--- src/rtl/booth_seq_mult.sv ---
// Sequential radix-2 Booth multiplier, signed or unsigned operands.
// One Booth step per clock; fixed latency of WIDTH+1 steps after accept.
//
// Handshake: start is a request sampled only in IDLE; the edge that sees
// start=1 in IDLE accepts a, b and sgn. busy is high from the accept edge
// until the return to IDLE. done is a one-cycle pulse in the cycle where z
// first carries the new product; z then holds until the next result.
module booth_seq_mult #(
  parameter int WIDTH = 8
) (
  input  logic                          clk,
  input  logic                          rst,
  input  logic                          start,
  input  logic                          sgn,
  input  logic [WIDTH-1:0]              a,
  input  logic [WIDTH-1:0]              b,
  output logic [2*WIDTH-1:0]            z,
  output logic                          busy,
  output logic                          done,
  output logic [$clog2(WIDTH+2)-1:0]    iter
);

  localparam int CW = $clog2(WIDTH+2);
  localparam logic [CW-1:0] LAST_STEP = CW'(WIDTH);

  typedef enum logic [1:0] {
    IDLE = 2'd0,
    RUN  = 2'd1,
    DONE = 2'd2
  } state_t;

  state_t state, state_nxt;

  // Multiplicand kept at WIDTH+2 bits so add/subtract cannot overflow
  // before the arithmetic shift; multiplier extended to WIDTH+1 bits.
  logic [WIDTH+1:0] mcand;
  logic [WIDTH+1:0] acc;
  logic [WIDTH:0]   q;
  logic             qm1;

  logic [WIDTH+1:0] sum;
  logic [WIDTH+1:0] acc_nxt;
  logic [WIDTH:0]   q_nxt;
  logic [2*WIDTH-1:0] prod_lo;

  // State register
  always_ff @(posedge clk or posedge rst) begin
    if (rst) state <= IDLE;
    else     state <= state_nxt;
  end

  // Next-state logic
  always_comb begin
    state_nxt = state;
    case (state)
      IDLE:    if (start) state_nxt = RUN;
      RUN:     if (iter == LAST_STEP) state_nxt = DONE;
      DONE:    state_nxt = IDLE;
      default: state_nxt = IDLE;
    endcase
  end

  assign busy = (state != IDLE);
  assign done = (state == DONE);

  // One Booth step: add/subtract by the {q0, q(-1)} pair, then shift right
  always_comb begin
    sum = acc;
    case ({q[0], qm1})
      2'b01:   sum = acc + mcand;
      2'b10:   sum = acc - mcand;
      default: sum = acc;
    endcase
    acc_nxt = {sum[WIDTH+1], sum[WIDTH+1:1]};
    q_nxt   = {sum[0], q[WIDTH:1]};
    prod_lo = {acc_nxt[WIDTH-2:0], q_nxt};
  end

  // Operand, accumulator, counter and result registers
  always_ff @(posedge clk or posedge rst) begin
    if (rst) begin
      mcand <= '0;
      acc   <= '0;
      q     <= '0;
      qm1   <= 1'b0;
      iter  <= '0;
      z     <= '0;
    end else begin
      case (state)
        IDLE: begin
          if (start) begin
            mcand <= sgn ? {{2{a[WIDTH-1]}}, a} : {2'b00, a};
            q     <= {sgn & b[WIDTH-1], b};
            acc   <= '0;
            qm1   <= 1'b0;
            iter  <= '0;
          end
        end
        RUN: begin
          acc  <= acc_nxt;
          q    <= q_nxt;
          qm1  <= q[0];
          iter <= iter + 1'b1;
          if (iter == LAST_STEP) z <= prod_lo;
        end
        DONE: begin
          iter <= '0;
        end
        default: begin
          iter <= '0;
        end
      endcase
    end
  end

endmodule

--- config.mk ---
export PLATFORM = sky130hd
export DESIGN_NAME = booth_seq_mult
export DESIGN_NICKNAME = d
export VERILOG_FILES = /design/src/rtl/booth_seq_mult.sv
export SDC_FILE = /design/constraint.sdc
export NUM_CORES = 1
export LEC_CHECK = 0
export ABC_CLOCK_PERIOD_IN_PS = 3800
export CORE_ASPECT_RATIO = 1.1
export CORE_MARGIN = 1.5
export CORE_UTILIZATION = 56
export CTS_BUF_LIST = sky130_fd_sc_hd__clkbuf_4
export CTS_CLUSTER_DIAMETER = 60
export DETAILED_ROUTE_END_ITERATION = 10
export GPL_TIMING_DRIVEN = 0
export PLACE_DENSITY_LB_ADDON = 0.05
export SYNTH_ARGS = -nofsm -noshare
export SYNTH_HDL_FRONTEND = slang
export SYNTH_SLANG_ARGS = --single-unit
--- constraint.sdc ---
create_clock -name clk -period 3.8 [get_ports clk]
set_input_delay 0.95 -clock clk [delete_from_list [all_inputs] [get_ports clk]]
set_output_delay 0.95 -clock clk [all_outputs]
set_load 0.05 [all_outputs]
; Word-level counts from Yosys, hierarchy flattened
; Index checks and enable logic that the tools add are counted.
[word_totals]
register_bits = 52
in_bits = 20
out_inout_bits = 22
[op_classes]
addsub = 3
eq_ne = 7
mux = 13
bitwise = 1
reduce_logical = 7
[ops]
columns = op, n
row1 = $pmux W10 S2, 2
row2 = $mux W10, 2
row3 = $pmux W9 S2, 1
row4 = $add A10 B10 Y10, 1
row5 = $sub A10 B10 Y10, 1
row6 = $mux W9, 1
row7 = $pmux W4 S2, 1
row8 = $reduce_and A2 Y1, 4
row9 = $add A4 B1 Y4 const B, 1
row10 = $eq A2 B1 Y1 const B, 2
row11 = $eq A2 B2 Y1 const B, 2
row12 = $eq A4 B4 Y1 const B, 1
row13 = $mux W2, 2
row14 = $mux W4, 1
row15 = $ne A2 B2 Y1 const B, 2
row16 = $pmux W2 S2, 1
row17 = $reduce_bool A2 Y1, 2
row18 = $logic_not A2 Y1, 1
row19 = $pmux W1 S2, 1
row20 = $and A1 B1 Y1, 1
row21 = $mux W1, 1

; Longest topological paths before layout
; Gate-level depths: netlist of the first run.
[depth]
word_depth = 3
mapped_depth = 13
ltp_nobuf = 13

; Worst setup path before layout of the first run
; No wires, ideal clock.
[synth_timing]
kind = reg2reg
from = reg qm1
to = reg acc[8]
arrival_time_ps = 2652
required_ps = 3680
path_slack_ps = 1028
path_stages_with_launch = 12
cell_sequence = dfrtp_1 inv_1 ha_1 clkbuf_1 mux2_2 inv_1 ha_1 nor2b_1 o31ai_2 a31oi_1 or4_1 a41o_1
[synth_between]
elab_chain_len = 3
word_cells_on_any_way = 4
classes_between = eq/ne: 2 / mux: 2
[synth_lines]
columns = element, line
row1 = from (decl), 39  ; logic qm1;
row2 = from (signal assigned), 102  ; qm1 <= q[0];
row3 = $eq A2 B2 Y1 / $eq A2 B1 Y1 (equally long branches), 69  ; case ({q[0], qm1})
row4 = $pmux W10 S2 *, 69
row5 = $pmux W10 S2 *, 89  ; case (state)
row6 = to (signal assigned), 100  ; acc <= acc_nxt;
row7 = to (decl), 37  ; logic [WIDTH+1:0] acc;
; Every way passes the cells marked *; elsewhere a longest branch is shown, timed or not.
; A chain may end at the register's enable or synchronous reset.

; Worst setup path after layout of the first run
[layout_timing]
from = reg state[0]
to = out done
[layout_between]
elab_chain_len = 1
[layout_lines]
columns = element, line
row1 = from (decl), 32  ; state_t state, state_nxt;
row2 = from (signal assigned), 49  ; else state <= state_nxt;
row3 = $eq A2 B2 Y1, 64  ; assign done = (state == DONE);
row4 = to (decl), 19  ; output logic done,
; Every way passes these cells.

==> impl_metrics.csv, run 1 <==
group,metric,value,unit
sta,report.final.setup_viol,0,
yosys,synth_flop_cell,"dfrtp_1",
critical_path,timing.critical_path.slowest_cell_delay,0.71,ns
yosys,synth_top_family_by_area,"simple AND/OR/NAND/NOR gates",
job,drv_cap,0,
routing,wire_length_on_met2,3.02,mm
global_route,grt_overflow_total,0,
placement,dp.final_hpwl,4.50,mm
global_route,antenna_found_initial,0,
sta,finClkSkew,0.0172,ns
critical_path,endpoint_kind,"primary output",
sta,timing.fmax,0.313,GHz
hold_path,worst_hold_path_type,"reg -> reg",
layout,diodes,0,
sta,worst_slew_margin_rel,65.6,%
yosys,yosys.area.top_type_share,46.2,%
yosys,yosysTopAreaCell,"dfrtp_1",
sta,fin_worst_hold_slack,0.493,ns
routing,wl_met3,191,um
yosys,synthMuxAreaShare,2.31,%
cts,clockBufferDepth,2,
yosys,synth-seq-area-share,46.2,%
critical_path,worstPathArrival,2.24,ns
routing,num_vias,2319,
floorplan,vertical_die_dimension,75.9,um
hold_path,min_from,"z[1]",
cts,cts.repair_timing.setup_buffer_count,0,
floorplan,rows,26,
yosys,xor_and_xnor_area_share_after_synthesis,4.20,%
cts,holdBufCountCts,0,
critical_path,worst_r2r_startpoint,"qm1",
layout,layout-area-overhead-vs-synth,21.5,%
sta,rsz0062_at_grt,"false",
yosys,synth.lib_cells_used.distinct,39,
routing,remaining_number_of_nets_flagged_by_the_antenna_check_after_routing,0,
placement,gp_congestion,0.790,
yosys,netlist_area,2710,sq um
floorplan,boundaryPins,42,
floorplan,start_util,58.2,%
critical_path,timing.critical_path.required,2.85,ns
cts,cts_num_sinks,50,
sta,max_slew.worst_pin.slew,0.514,ns
layout,post_route_cells_drive_above_1_share,4.48,%
routing,dr.max_layer_used,"met4",
sta,finalHoldViolations,0,
sta,max_slew_vio_count,0,
cts,cts.htree.levels,2,
critical_path,cp_cell_sequence,"clkbuf_1, clkbuf_1, nor2b_1, clkdlybuf4s50_1",
routing,postRouteWirelength,5.93,mm
yosys,syn-num-nets,341,
yosys,synthesis.instances,307,
layout,finish.net_count,390,
routing,routed_via_density,5.62,
yosys,ys_ff_latch,50,
outcome,outcome,"finished, final reports clean",
critical_path,crit_slowest_cell,"clkdlybuf4s50_1",
yosys,async_flop_share,100,%
yosys,synth_fa_ha_area_share,6.74,%
global_route,first_pass_grt_wire_length,10.1,mm
critical_path,crit_path_frequent_cell,"clkbuf_1",
floorplan,die-area,5260,sq um
sta,finalCriticalPeriod,3.19,ns
yosys,synthesis.area_per_instance,8.82,sq um
yosys,synth-edff-count,0,
floorplan,fp.dieW,69.3,um
yosys,synthTopCellsByCount,"nand2_1, dfrtp_1, o21ai_0, a21oi_1, nor2_1",
critical_path,critical_path.startpoint_type,"register",
sta,total_negative_slack,0,ns
routing,first_iter_violations,130,
routing,drt_first_pass_iters,4,
cts,clock_tree_from_tritoncts,"done",
yosys,ys_top_cells_by_area,"dfrtp_1, nand2_1, ha_1",
cts,clkSlewWorstSetupHoldPaths,0.13,ns
yosys,synthSimpleGateAreaFrac,21.1,%
global_route,grt_usage,23.7,%
routing,met1_layer_wirelength_in_the_final_routing,2.59,mm
cts,worstSkewPairLatency,0.37,ns
yosys,synthMostInstantiatedCell,"nand2_1",
placement,port-buffer-count,41,
global_route,grt_max_degree,31,
routing,wl_per_cell,14.4,um
sta,period_share,84.0,%
critical_path,timing.critical_path.fanout_max,10,
critical_path,worst_setup_sp,"state[0]",
yosys,synth.yosys.warnings,0,
global_route,number_of_global_route_vias_before_repair,2209,
cts,clk_root_buffer_cell,"clkbuf_4",
yosys,compound_gate_portion_of_the_synthesized_area,15.4,%
cts,tritoncts.num_buffers,5,
routing,detail_route.drc_violations,0,
floorplan,core_region_area,4650,sq um
critical_path,worst-setup-path-type,"reg -> out",
cts,postCtsResizedCells,0,
critical path: cells and delay by family (launching register included):
kind / cells / cell delay [ns]
buf+inv: 3 / 1.43
flops: 1 / 0.35
simple gates: 1 / 0.09
path summary, 6_finish.rpt:
kind | to | depth (start not counted) | slack [ns]
worst max-delay path | done | 4 | 0.61
worst min-delay path | z[1] | 2 | 0.49
worst max register to register | acc[8] | 11 | 0.77
worst min register to register | z[1] | 2 | 0.49
max in group asynchronous | iter[2] | 3 | 2.37
min in group asynchronous | z[14] | 2 | 0.89
area by class of cell:
cell class,instances,area [sq um]
plain buffers,15,57.6
clock buffers,7,52.6
clock inverters,1,30.0
fillers,400,1360
inverters,14,52.6
multi-input cells,228,1350
flip-flops and latches,50,1250
well taps,56,70.1
repair buffers,42,430
routing by layer:
metal	vias to the layer above	GRT usage [%]
met5	-	0
met1	1120	31.3
li1	1139	-
met2	49	39.5
met3	11	2.93
met4	0	9.80
sequential cells by signal, summed over array words and instances, names as in the netlist:
register,flops
z,16
acc,9
mcand,9
q,9
iter,4
state,2
qm1,1
layout by cell type (no fill, tap or decap), types with 5 or more instances in the layout:
cell and count:
clkbuf_4 7, nor2_1 20, nor2b_1 6, a21oi_1 20
nor3_1 6, xor2_1 5, inv_1 13, clkbuf_1 14
clkdlybuf4s50_1 41, dfrtp_1 50, xnor2_1 8, ha_1 13
nand3_1 12, nand2_1 69, o21ai_0 23, a31oi_1 6
through the flow:
step	setup slack [ns]	util [%]	cells	area, sq um
after global placement	0.660	68.6	404	3190
after global routing	0.450	70.8	413	3290
after floorplan	1.03	-	307	2710
after detailed placement	0.808	69.0	405	3210
after CTS	0.612	70.8	413	3290
final	0.607	70.8	413	3290
kinds of logic after synthesis:
| family | count (synthesis) |
|---|---|
| flip-flops | 50 |
| buffers and inverters | 29 |
| XOR/XNOR | 13 |
| multiplexers | 6 |
| AND/OR/NAND/NOR | 126 |
| adder cells (fa/ha/maj) | 14 |
| AO/OA/AOI/OAI | 69 |
Power of run 1 is left out: the tool's default activity adds up to more than one toggle a clock period on the data nets, which glitch-free logic cannot reach.
==> run 2, diff against run 1 <==
Settings changed: ABC_CLOCK_PERIOD_IN_PS 3800 to 2700, CORE_UTILIZATION 56 to 50.
Clock period 3.8 ns to 2.7 ns, I/O delays scaled along.
==> run 2 against run 1 <==
Net effect: the flow now finishes with violations (negative setup slack); worst hold slack worse by 0.0016 ns; largest cell class unchanged; clock-buffer cell count down 2; worst setup slack worse by 0.65 ns; sequential share of layout area down 2.9 points; via count up 3.8%.
==> impl_metrics.csv, run 2 (synthesis gave the netlist of run 1 again) <==
group,metric,value,unit
layout,largest_register_ff_count,16,
layout,largest_register,"z",
floorplan,fp.dieW,73.2,um
layout,final_core_util,69.9,%
routing,routed_via_density,5.42,
sta,finalCriticalPeriod,2.74,ns
cts,cts_num_sinks,50,
placement,port-buffer-count,41,
layout,layout-area-overhead-vs-synth,31.7,%
cts,clockBufferDepth,2,
routing,detail_route.drc_violations,0,
global_route,grt_usage,22.9,%
layout,most_common_cell_after_layout_fill_and_taps_aside,"nand2_1",
sta,timing.fmax,0.364,GHz
routing,wl_per_cell,14.8,um
placement,gp_congestion,0.831,
job,drv_cap,0,
floorplan,vertical_die_dimension,80.2,um
sta,max_slew.worst_pin.slew,0.538,ns
floorplan,die-area,5870,sq um
hold_path,min_from,"z[1]",
placement,dp.final_hpwl,4.41,mm
sta,worst_slew_margin_rel,64.1,%
sta,finClkSkew,0.0181,ns
hold_path,hold_end,"z[1]",
sta,rsz0062_at_grt,"true",
cts,holdBufCountCts,0,
cts,worstSkewPairLatency,0.38,ns
cts,clk_root_buffer_cell,"clkbuf_4",
critical_path,worst-r2r-cell-count,10,
routing,num_vias,2408,
sta,max_slew_vio_count,0,
global_route,first_pass_grt_wire_length,10.3,mm
cts,cts.htree.levels,2,
critical_path,timing.critical_path.slowest_cell_delay,0.54,ns
critical_path,register_to_register_setup_slack,-0.04,ns
global_route,grt_overflow_total,0,
critical_path,timing.critical_path.fanout_max,3,
global_route,antenna_found_initial,0,
routing,remaining_number_of_nets_flagged_by_the_antenna_check_after_routing,0,
critical_path,cp_cell_sequence,"buf_6, nor4b_4, nor2_4, xnor2_2, ha_1, o21a_1, o211ai_1, a31oi_2, or4_4, a41o_1",
critical_path,worst_r2r_startpoint,"mcand[1]",
routing,postRouteWirelength,6.56,mm
critical_path,critical_path.startpoint_type,"register",
routing,drt_first_pass_iters,4,
sta,final_critical_path_setup_slack,-0.0437,ns
hold_path,hold_path_depth,2,
critical_path,endpoint_kind,"register",
sta,period_share,102,%
layout,finish.net_count,405,
critical_path,rr_endpoint,"acc[8]",
critical_path,crit_slowest_cell,"or4_4",
hold_path,worst_hold_path_type,"reg -> reg",
cts,tritoncts.num_buffers,5,
layout,post_route_cells_drive_above_1_share,13.7,%
cts,clock_tree_from_tritoncts,"done",
sta,finalHoldViolations,0,
critical_path,worstPathArrival,3.04,ns
global_route,number_of_global_route_vias_before_repair,2237,
sta,total_negative_slack,-0.0437,ns
floorplan,boundaryPins,42,
critical_path,timing.critical_path.required,2.99,ns
global_route,grt_max_degree,40,
layout,diodes,0,
cts,clkSlewWorstSetupHoldPaths,0.16,ns
layout,layout.cells.most_common_list,"nand2_1, dfrtp_1, clkdlybuf4s50_1, o21ai_0, nor2_1",
critical_path,worst-setup-path-type,"reg -> reg",
floorplan,core_region_area,5100,sq um
outcome,violations,"negative setup slack",
outcome,outcome,"finished with violations",
critical_path,path_delay_family,"simple AND/OR/NAND/NOR gates",
layout,nFillCells,405,
sta,report.final.setup_viol,1,
critical_path,critical_path.n_buffers_inverters,1,
floorplan,start_util,53.1,%
routing,first_iter_violations,94,
floorplan,rows,27,
run 2: per-stage QoR:
stage | setup slack, ns | std cells | cell area, sq um | hold WS (ns)
6_report | -0.0437 | 444 | 3570 | 0.491
5_1_grt | -0.144 | 444 | 3570 | 0.529
4_1_cts | 0.00343 | 439 | 3430 | 0.499
3_5_place_dp | -0.127 | 421 | 3230 | 0.462
3_3_place_gp | -0.214 | 420 | 3210 | 0.460
2_1_floorplan | 0.0363 | 307 | 2710 | 0.461
run 2: worst max-delay path by stage:
stage | startpoint | to | slack, ns | cells past startpoint
global placement | rst | q[5] | -0.21 | 2
global route | mcand[1] | acc[8] | -0.14 | 11
detailed placement | qm1 | acc[8] | -0.13 | 11
finish | mcand[1] | acc[8] | -0.04 | 10
floorplan | qm1 | acc[8] | 0.04 | 11
CTS | q[0] | acc[8] | 0.003 | 10
run 2: layout make-up:
cell class	instances	area (sq um)	area share, %
Timing Repair Buffer	58	557	15.6
Clock inverter	3	68.8	1.93
Inverter	14	52.6	1.47
Tap cell	72	90.1	2.53
Buffer	14	66.3	1.86
Multi-Input combinational cell	228	1440	40.4
Clock buffer	5	37.5	1.05
Sequential cell	50	1250	35.1
run 2: layer usage:
layer,vias up,part of all wire [%],GRT usage [%],wire length [um]
met5,-,0,0,0
met4,0,2.3,9.06,154
met3,14,2.7,3.51,180
met2,51,51,38.2,3370
met1,1172,43,29.6,2850
li1,1171,-,-,-
run 2: tightest hold or removal path: cells and delay by family, from the launching register on:
kind	cells	cell delay (ns)
DFF	1	0.37
and+or+nand+nor	2	0.10
run 2: repair_timing:
item	in CTS	in global routing
hold endpoints to repair	0	0
buffers inserted	10	7
gates resized for setup	7	29
endpoints found under the setup margin	6	6
pin swaps	5	19
Power of run 2 is left out for the same reason.
